[src/rtl/atm_light_estimator_pkg.sv]
// atm_light_estimator_pkg
//   Shared constants for the atmospheric-light estimator: pixel width, default
//   frame geometry, the A_MIN floor default, FSM state encoding and a small
//   floor helper. Optional feature macro used by the design: ATM_LIGHT_SMOOTH_EN.
package atm_light_estimator_pkg;

    localparam int unsigned PIX_W     = 8;
    localparam int unsigned IMG_W_DEF = 640;
    localparam int unsigned IMG_H_DEF = 480;
    localparam logic [PIX_W-1:0] A_MIN_DEF = 8'd1;

    // FSM encoding kept as plain constants so older tools read it as-is
    localparam logic [0:0] ST_IDLE  = 1'b0;
    localparam logic [0:0] ST_ACCUM = 1'b1;

    // Clamp a component from below so downstream dividers never see zero
    function automatic logic [PIX_W-1:0] floor_a(input logic [PIX_W-1:0] v,
                                                 input logic [PIX_W-1:0] m);
        return (v < m) ? m : v;
    endfunction

endpackage

[src/rtl/atm_light_iir.sv]
// atm_light_iir
//   Per-channel temporal smoothing of atmospheric light (compiled only when
//   ATM_LIGHT_SMOOTH_EN is defined). Purely combinational:
//     o_a = i_first ? i_frame : (3*i_prev + i_frame + 2) >> 2
//   Ports:
//     i_prev  [7:0]  previous filtered value (before the A_MIN floor)
//     i_frame [7:0]  this frame's selected component
//     i_first        first frame since reset: pass i_frame straight through
//     o_a     [7:0]  filtered component
`ifdef ATM_LIGHT_SMOOTH_EN
module atm_light_iir
    import atm_light_estimator_pkg::*;
(
    input  logic [PIX_W-1:0] i_prev,
    input  logic [PIX_W-1:0] i_frame,
    input  logic             i_first,
    output logic [PIX_W-1:0] o_a
);
    // Max 3*255 + 255 + 2 = 1022, so 10 bits never overflow
    logic [9:0] w_sum;

    assign w_sum = 10'(i_prev) * 10'd3 + 10'(i_frame) + 10'd2;
    assign o_a   = i_first ? i_frame : w_sum[9:2];

endmodule
`endif

[src/rtl/atm_light_estimator.sv]
// atm_light_estimator
//   Scans a frame of dark-channel windows, keeps the window with the largest
//   min_all (earliest wins on ties) and publishes its mr/mg/mb as atmospheric
//   light A one cycle after the frame's last beat.
//   Optional: ATM_LIGHT_SMOOTH_EN adds a per-channel temporal IIR on A.
//   Ports:
//     clk, rst              clock, synchronous active-high reset
//     in_valid, in_last     beat qualifier, end-of-frame marker
//     mr, mg, mb, min_all   per-window channel minima and dark value
//     a_r, a_g, a_b         published atmospheric light (floored at A_MIN)
//     a_idx                 raster index of the selected window
//     a_valid               one-cycle publish pulse
//     busy                  frame in progress
//     frame_err             sticky frame-length error
module atm_light_estimator
    import atm_light_estimator_pkg::*;
#(
    parameter int unsigned       IMG_W = IMG_W_DEF,
    parameter int unsigned       IMG_H = IMG_H_DEF,
    parameter logic [PIX_W-1:0]  A_MIN = A_MIN_DEF,
    parameter int unsigned       IDX_W = 19
) (
    input  logic             clk,
    input  logic             rst,
    input  logic             in_valid,
    input  logic             in_last,
    input  logic [PIX_W-1:0] mr,
    input  logic [PIX_W-1:0] mg,
    input  logic [PIX_W-1:0] mb,
    input  logic [PIX_W-1:0] min_all,
    output logic [PIX_W-1:0] a_r,
    output logic [PIX_W-1:0] a_g,
    output logic [PIX_W-1:0] a_b,
    output logic [IDX_W-1:0] a_idx,
    output logic             a_valid,
    output logic             busy,
    output logic             frame_err
);
    localparam logic [IDX_W-1:0] LAST_IDX = IDX_W'(IMG_W * IMG_H - 1);

    logic [0:0]       r_state;
    logic [IDX_W-1:0] r_pix_cnt;
    logic [PIX_W-1:0] r_best_dark, r_best_r, r_best_g, r_best_b;
    logic [IDX_W-1:0] r_best_idx;

    logic             w_first, w_at_end, w_eof, w_take;
    logic [PIX_W-1:0] w_cand_r, w_cand_g, w_cand_b;
    logic [IDX_W-1:0] w_cand_idx;
    logic [PIX_W-1:0] w_fin_r, w_fin_g, w_fin_b;

    // In IDLE the counter is always 0, so the state alone marks the first beat
    assign w_first  = (r_state == ST_IDLE);
    assign w_at_end = (r_pix_cnt == LAST_IDX);
    assign w_eof    = in_valid && (in_last || w_at_end);
    assign w_take   = w_first || (min_all > r_best_dark);

    // Candidate including the current beat, so the end-of-frame beat competes too
    assign w_cand_r   = w_take ? mr        : r_best_r;
    assign w_cand_g   = w_take ? mg        : r_best_g;
    assign w_cand_b   = w_take ? mb        : r_best_b;
    assign w_cand_idx = w_take ? r_pix_cnt : r_best_idx;

`ifdef ATM_LIGHT_SMOOTH_EN
    logic             r_first_frame;
    logic [PIX_W-1:0] r_filt_r, r_filt_g, r_filt_b;

    atm_light_iir u_iir_r (.i_prev(r_filt_r), .i_frame(w_cand_r), .i_first(r_first_frame), .o_a(w_fin_r));
    atm_light_iir u_iir_g (.i_prev(r_filt_g), .i_frame(w_cand_g), .i_first(r_first_frame), .o_a(w_fin_g));
    atm_light_iir u_iir_b (.i_prev(r_filt_b), .i_frame(w_cand_b), .i_first(r_first_frame), .o_a(w_fin_b));

    // Filter history is kept unfloored; the floor only shapes what is published
    always_ff @(posedge clk) begin
        if (rst) begin
            r_first_frame <= 1'b1;
            r_filt_r      <= 8'hFF;
            r_filt_g      <= 8'hFF;
            r_filt_b      <= 8'hFF;
        end else if (w_eof) begin
            r_first_frame <= 1'b0;
            r_filt_r      <= w_fin_r;
            r_filt_g      <= w_fin_g;
            r_filt_b      <= w_fin_b;
        end
    end
`else
    assign w_fin_r = w_cand_r;
    assign w_fin_g = w_cand_g;
    assign w_fin_b = w_cand_b;
`endif

    always_ff @(posedge clk) begin
        if (rst) begin
            r_state     <= ST_IDLE;
            r_pix_cnt   <= '0;
            r_best_dark <= '0;
            r_best_r    <= '0;
            r_best_g    <= '0;
            r_best_b    <= '0;
            r_best_idx  <= '0;
            a_r         <= 8'hFF;
            a_g         <= 8'hFF;
            a_b         <= 8'hFF;
            a_idx       <= '0;
            a_valid     <= 1'b0;
            frame_err   <= 1'b0;
        end else begin
            a_valid <= 1'b0;
            if (in_valid) begin
                if (w_take) begin
                    r_best_dark <= min_all;
                    r_best_r    <= mr;
                    r_best_g    <= mg;
                    r_best_b    <= mb;
                    r_best_idx  <= r_pix_cnt;
                end
                if (w_eof) begin
                    r_state   <= ST_IDLE;
                    r_pix_cnt <= '0;
                    a_valid   <= 1'b1;
                    a_idx     <= w_cand_idx;
                    a_r       <= floor_a(w_fin_r, A_MIN);
                    a_g       <= floor_a(w_fin_g, A_MIN);
                    a_b       <= floor_a(w_fin_b, A_MIN);
                    // Early in_last, or full count without in_last
                    if (in_last != w_at_end)
                        frame_err <= 1'b1;
                end else begin
                    r_state   <= ST_ACCUM;
                    r_pix_cnt <= r_pix_cnt + 1'b1;
                end
            end
        end
    end

    assign busy = (r_state == ST_ACCUM);

endmodule

[config.mk]
export PLATFORM = sky130hd
export DESIGN_NAME = atm_light_estimator
export DESIGN_NICKNAME = d
export VERILOG_FILES = /design/src/rtl/atm_light_estimator_pkg.sv /design/src/rtl/atm_light_iir.sv /design/src/rtl/atm_light_estimator.sv
export SDC_FILE = /design/constraint.sdc
export NUM_CORES = 1
export LEC_CHECK = 0
export CAP_MARGIN = 20
export CELL_PAD_IN_SITES_DETAIL_PLACEMENT = 1
export CELL_PAD_IN_SITES_GLOBAL_PLACEMENT = 1
export CORE_UTILIZATION = 36
export CTS_CLUSTER_SIZE = 16
export DETAILED_ROUTE_END_ITERATION = 16
export PLACE_DENSITY = 0.85
export SKIP_CTS_REPAIR_TIMING = 1
export SYNTH_ARGS = -nofsm -noshare
export SYNTH_HDL_FRONTEND = slang
export SYNTH_SLANG_ARGS = --single-unit
[constraint.sdc]
create_clock -name clk -period 2.55 [get_ports clk]
set_input_delay 0.51 -clock clk [delete_from_list [all_inputs] [get_ports clk]]
set_output_delay 0.51 -clock clk [all_outputs]
set_load 0.1 [all_outputs]
==> qor.yml <==
finish:
  final_area_um2: 7030
  final_util: 0.501
  fill_cells: 1613
  fin_cells: 902
  syn_to_final_growth_pct: 34.4
  antennaDiodeCount: 0
  nets: 755
  drive_above_1_share: 0.184
sta:
  worst_pin_slew_ns: 0.654
  slew_violations: 0
  fin_tns_setup_ns: 0
  setup_viol: 0
  slew_headroom: 0.560
  fin_crit_sh: 0.980
  finalHoldViolations: 0
  setup_ws_ns: 0.0517
  skew_ns: 0.00772
  final.min_clock_period_ns: 2.50
  fmax_mhz: 400
clocking:
  htreeDepth: 4
  cts_tree: "built"
  clock_sinks: 116
  cts.clk_slew.worst_paths_ns: 0.05
  clk_latency_ns: 0.42
  cts_buffers: 17
  cts_root_buf: "clkbuf_16"
  cts.path.max_buffers: 2
yosys:
  ys_ff_latch: 116
  synth_area_leader_cell: "dfxtp_1"
  synth_top_area_share: 0.444
  synthesis.nets: 664
  yosysUniqueCellTypes: 42
  synth_area_leaders: "dfxtp_1 44%, nand2_1 9.9%, mux2i_1 8.6%"
  ys_seq_area_frac: 0.444
  syn_avg_cell_area_um2: 8.46
  ys.warnings.count: 0
  synth_area_um2: 5230
  syn_inst: 618
worst_setup_path:
  startpoint_type: "input pin"
  worstPathRequired_ns: 2.85
  crit_path_max_fanout: 18
  critical_path_class: "in2reg"
  crit_arrival_ns: 2.80
  crit_path_end_kind: "register"
min_path:
  worstHoldPathType: "reg2reg"
detailed_routing:
  drt_iter0_drc: 259
  drc_errors: 0
  wl_um: 17600
  viasPerCell: 5.56
  dr_total_vias: 5015
  postRouteAntennaNets: 0
  wl_per_cell_um: 19.5
  drt_pass1_iterations: 4
global_route:
  grt_pass1_vias: 5233
  antenna_found_initial: 0
  grt_max_degree: 59
  track_usage: 0.229
  gr-total-overflow: 0
  grt_pass1_wl_um: 26400
die:
  core_um2: 14000
  pin_count: 82
  num_rows: 43
  die-area_um2: 15000
  start_util: 0.373
  die_w_um: 123
  die_h_um: 123
placement:
  place_congestion: 0.794
  dp.cells: 864
  placed_area_um2: 6240
  port-buffer-count: 81
  dp_slack_ns: -0.172
  dp_hpwl_um: 10700
power:
  vdd_drop_max_uv: 480
  p_leak_nw: 2.68
  power_density_nw_per_um2: 760
outcome:
  status: "finished clean"
job:
  maxCapViolations: 0
-- worst paths after layout --
path | startpoint | endpoint | slack [ns] | cells after the start
min | r_best_b[0]$_SDFFE_PP0P_ | r_best_b[0]$_SDFFE_PP0P_ | 0.46 | 2
min reg2reg | r_best_b[0]$_SDFFE_PP0P_ | r_best_b[0]$_SDFFE_PP0P_ | 0.46 | 2
max | min_all[1] | a_r[0]$_SDFFE_PP1P_ | 0.05 | 8
max reg2reg | r_pix_cnt[18]$_SDFFE_PP0P_ | a_idx[11]$_SDFFE_PP0P_ | 0.05 | 10
-- power breakdown --
group | switching [mW] | internal [mW] | leakage [nW]
Combinational | 0.574 | 0.292 | 1.42
Sequential | 0.0490 | 1.88 | 0.946
Clock | 0.847 | 1.70 | 0.310
Total | 1.47 | 3.88 | 2.68
-- sequential cells by signal (all words and copies together), names as in the netlist --
register     flops
r_best_dark      8
r_best_g         8
a_r              8
r_pix_cnt       19
a_b              8
a_g              8
r_best_r         8
frame_err        1
a_valid          1
busy             1
r_best_b         8
a_idx           19
r_best_idx      19
-- worst max-delay path, stage by stage --
cell and delay [ns]:
clkdlybuf4s50_1 0.45, ha_1 0.33, nor2b_1 0.15, o211ai_1 0.28, a22o_1 0.31, buf_4 0.30, a21oi_2 0.12, a311oi_1 0.33
-- synthesized netlist by cell type --
| master | count |
|---|---|
| nand2_1 | 138 |
| dfxtp_1 | 116 |
| nor2_1 | 47 |
| mux2i_1 | 45 |
| clkbuf_1 | 34 |
| nand3_1 | 27 |
| nand4_1 | 26 |
| o21ai_0 | 23 |
| a31oi_1 | 21 |
| o211ai_1 | 20 |
| a21oi_1 | 14 |
| xor2_1 | 12 |
| ha_1 | 10 |
| inv_1 | 9 |
| buf_2 | 8 |
| nor3_1 | 7 |
| nor4_1 | 7 |
| o2111ai_1 | 7 |
| o31ai_1 | 7 |
| and3_1 | 4 |
| buf_12 | 4 |
| xnor2_1 | 4 |
| a311oi_1 | 3 |
| or3_1 | 3 |
| a22o_1 | 2 |
| and2_1 | 2 |
| buf_6 | 2 |
| nor4bb_1 | 2 |
| a21boi_2 | 1 |
| a22oi_1 | 1 |
| and4_1 | 1 |
| buf_1 | 1 |
| buf_4 | 1 |
| buf_8 | 1 |
| inv_2 | 1 |
| nand2b_1 | 1 |
| nand2b_4 | 1 |
| nand4_2 | 1 |
| nor2b_1 | 1 |
| o21a_1 | 1 |
| o21ai_1 | 1 |
| o21ai_2 | 1 |
-- placed cells by master, fill, tap and decap left out, drive strengths merged, types with 3 or more instances in the layout --
cell	Yosys	layout
a21oi	14	14
a311oi	3	3
a31oi	21	21
and3	4	4
buf	17	85
bufinv	0	4
clkbuf	34	25
clkdlybuf4s50	0	35
clkinv	0	5
dfxtp	116	116
ha	10	10
inv	10	10
mux2i	45	45
nand2	138	138
nand3	27	27
nand4	27	27
nor2	47	47
nor3	7	7
nor4	7	7
o2111ai	7	7
o211ai	20	20
o21ai	25	25
o31ai	7	7
or3	3	3
xnor2	4	4
xor2	12	12
-- cell type report --
type	instances	area, um2	share of cell area
Multi-Input combinational cell	441	2650	0.377
Sequential cell	116	2320	0.331
Timing Repair Buffer	123	1170	0.166
Clock buffer	22	474	0.0674
Tap cell	180	225	0.0320
Clock inverter	10	153	0.0217
Inverter	10	37.5	0.00534
-- stage by stage --
step,power (mW),hold WS [ns]
3_5_place_dp,2.79,0.451
2_1_floorplan,2.51,0.434
4_1_cts,5.35,0.464
3_3_place_gp,2.76,0.442
6_report,5.35,0.461
5_1_grt,5.53,0.485
-- cell families (layout without fill, tap and decap cells) --
kind of cell / Yosys count / after routing / synth area share
flops: 116 / 116 / 0.444
mux: 45 / 45 / 0.0861
buf+inv: 61 / 165 / 0.0639
simple gates: 268 / 268 / 0.228
compound gates: 102 / 102 / 0.127
fa+ha+maj: 10 / 10 / 0.0239
xor+xnor: 16 / 16 / 0.0268
-- metal layers --
layer | GRT usage | wire length, um | share of wire | up-vias
met5 | 0 | 0 | 0 | -
met4 | 0.110 | 561 | 0.032 | 0
met3 | 0.0502 | 666 | 0.038 | 43
met2 | 0.411 | 9000 | 0.51 | 134
met1 | 0.255 | 7350 | 0.42 | 2483
li1 | - | - | - | 2355
Power figures use the tool's default switching activity.
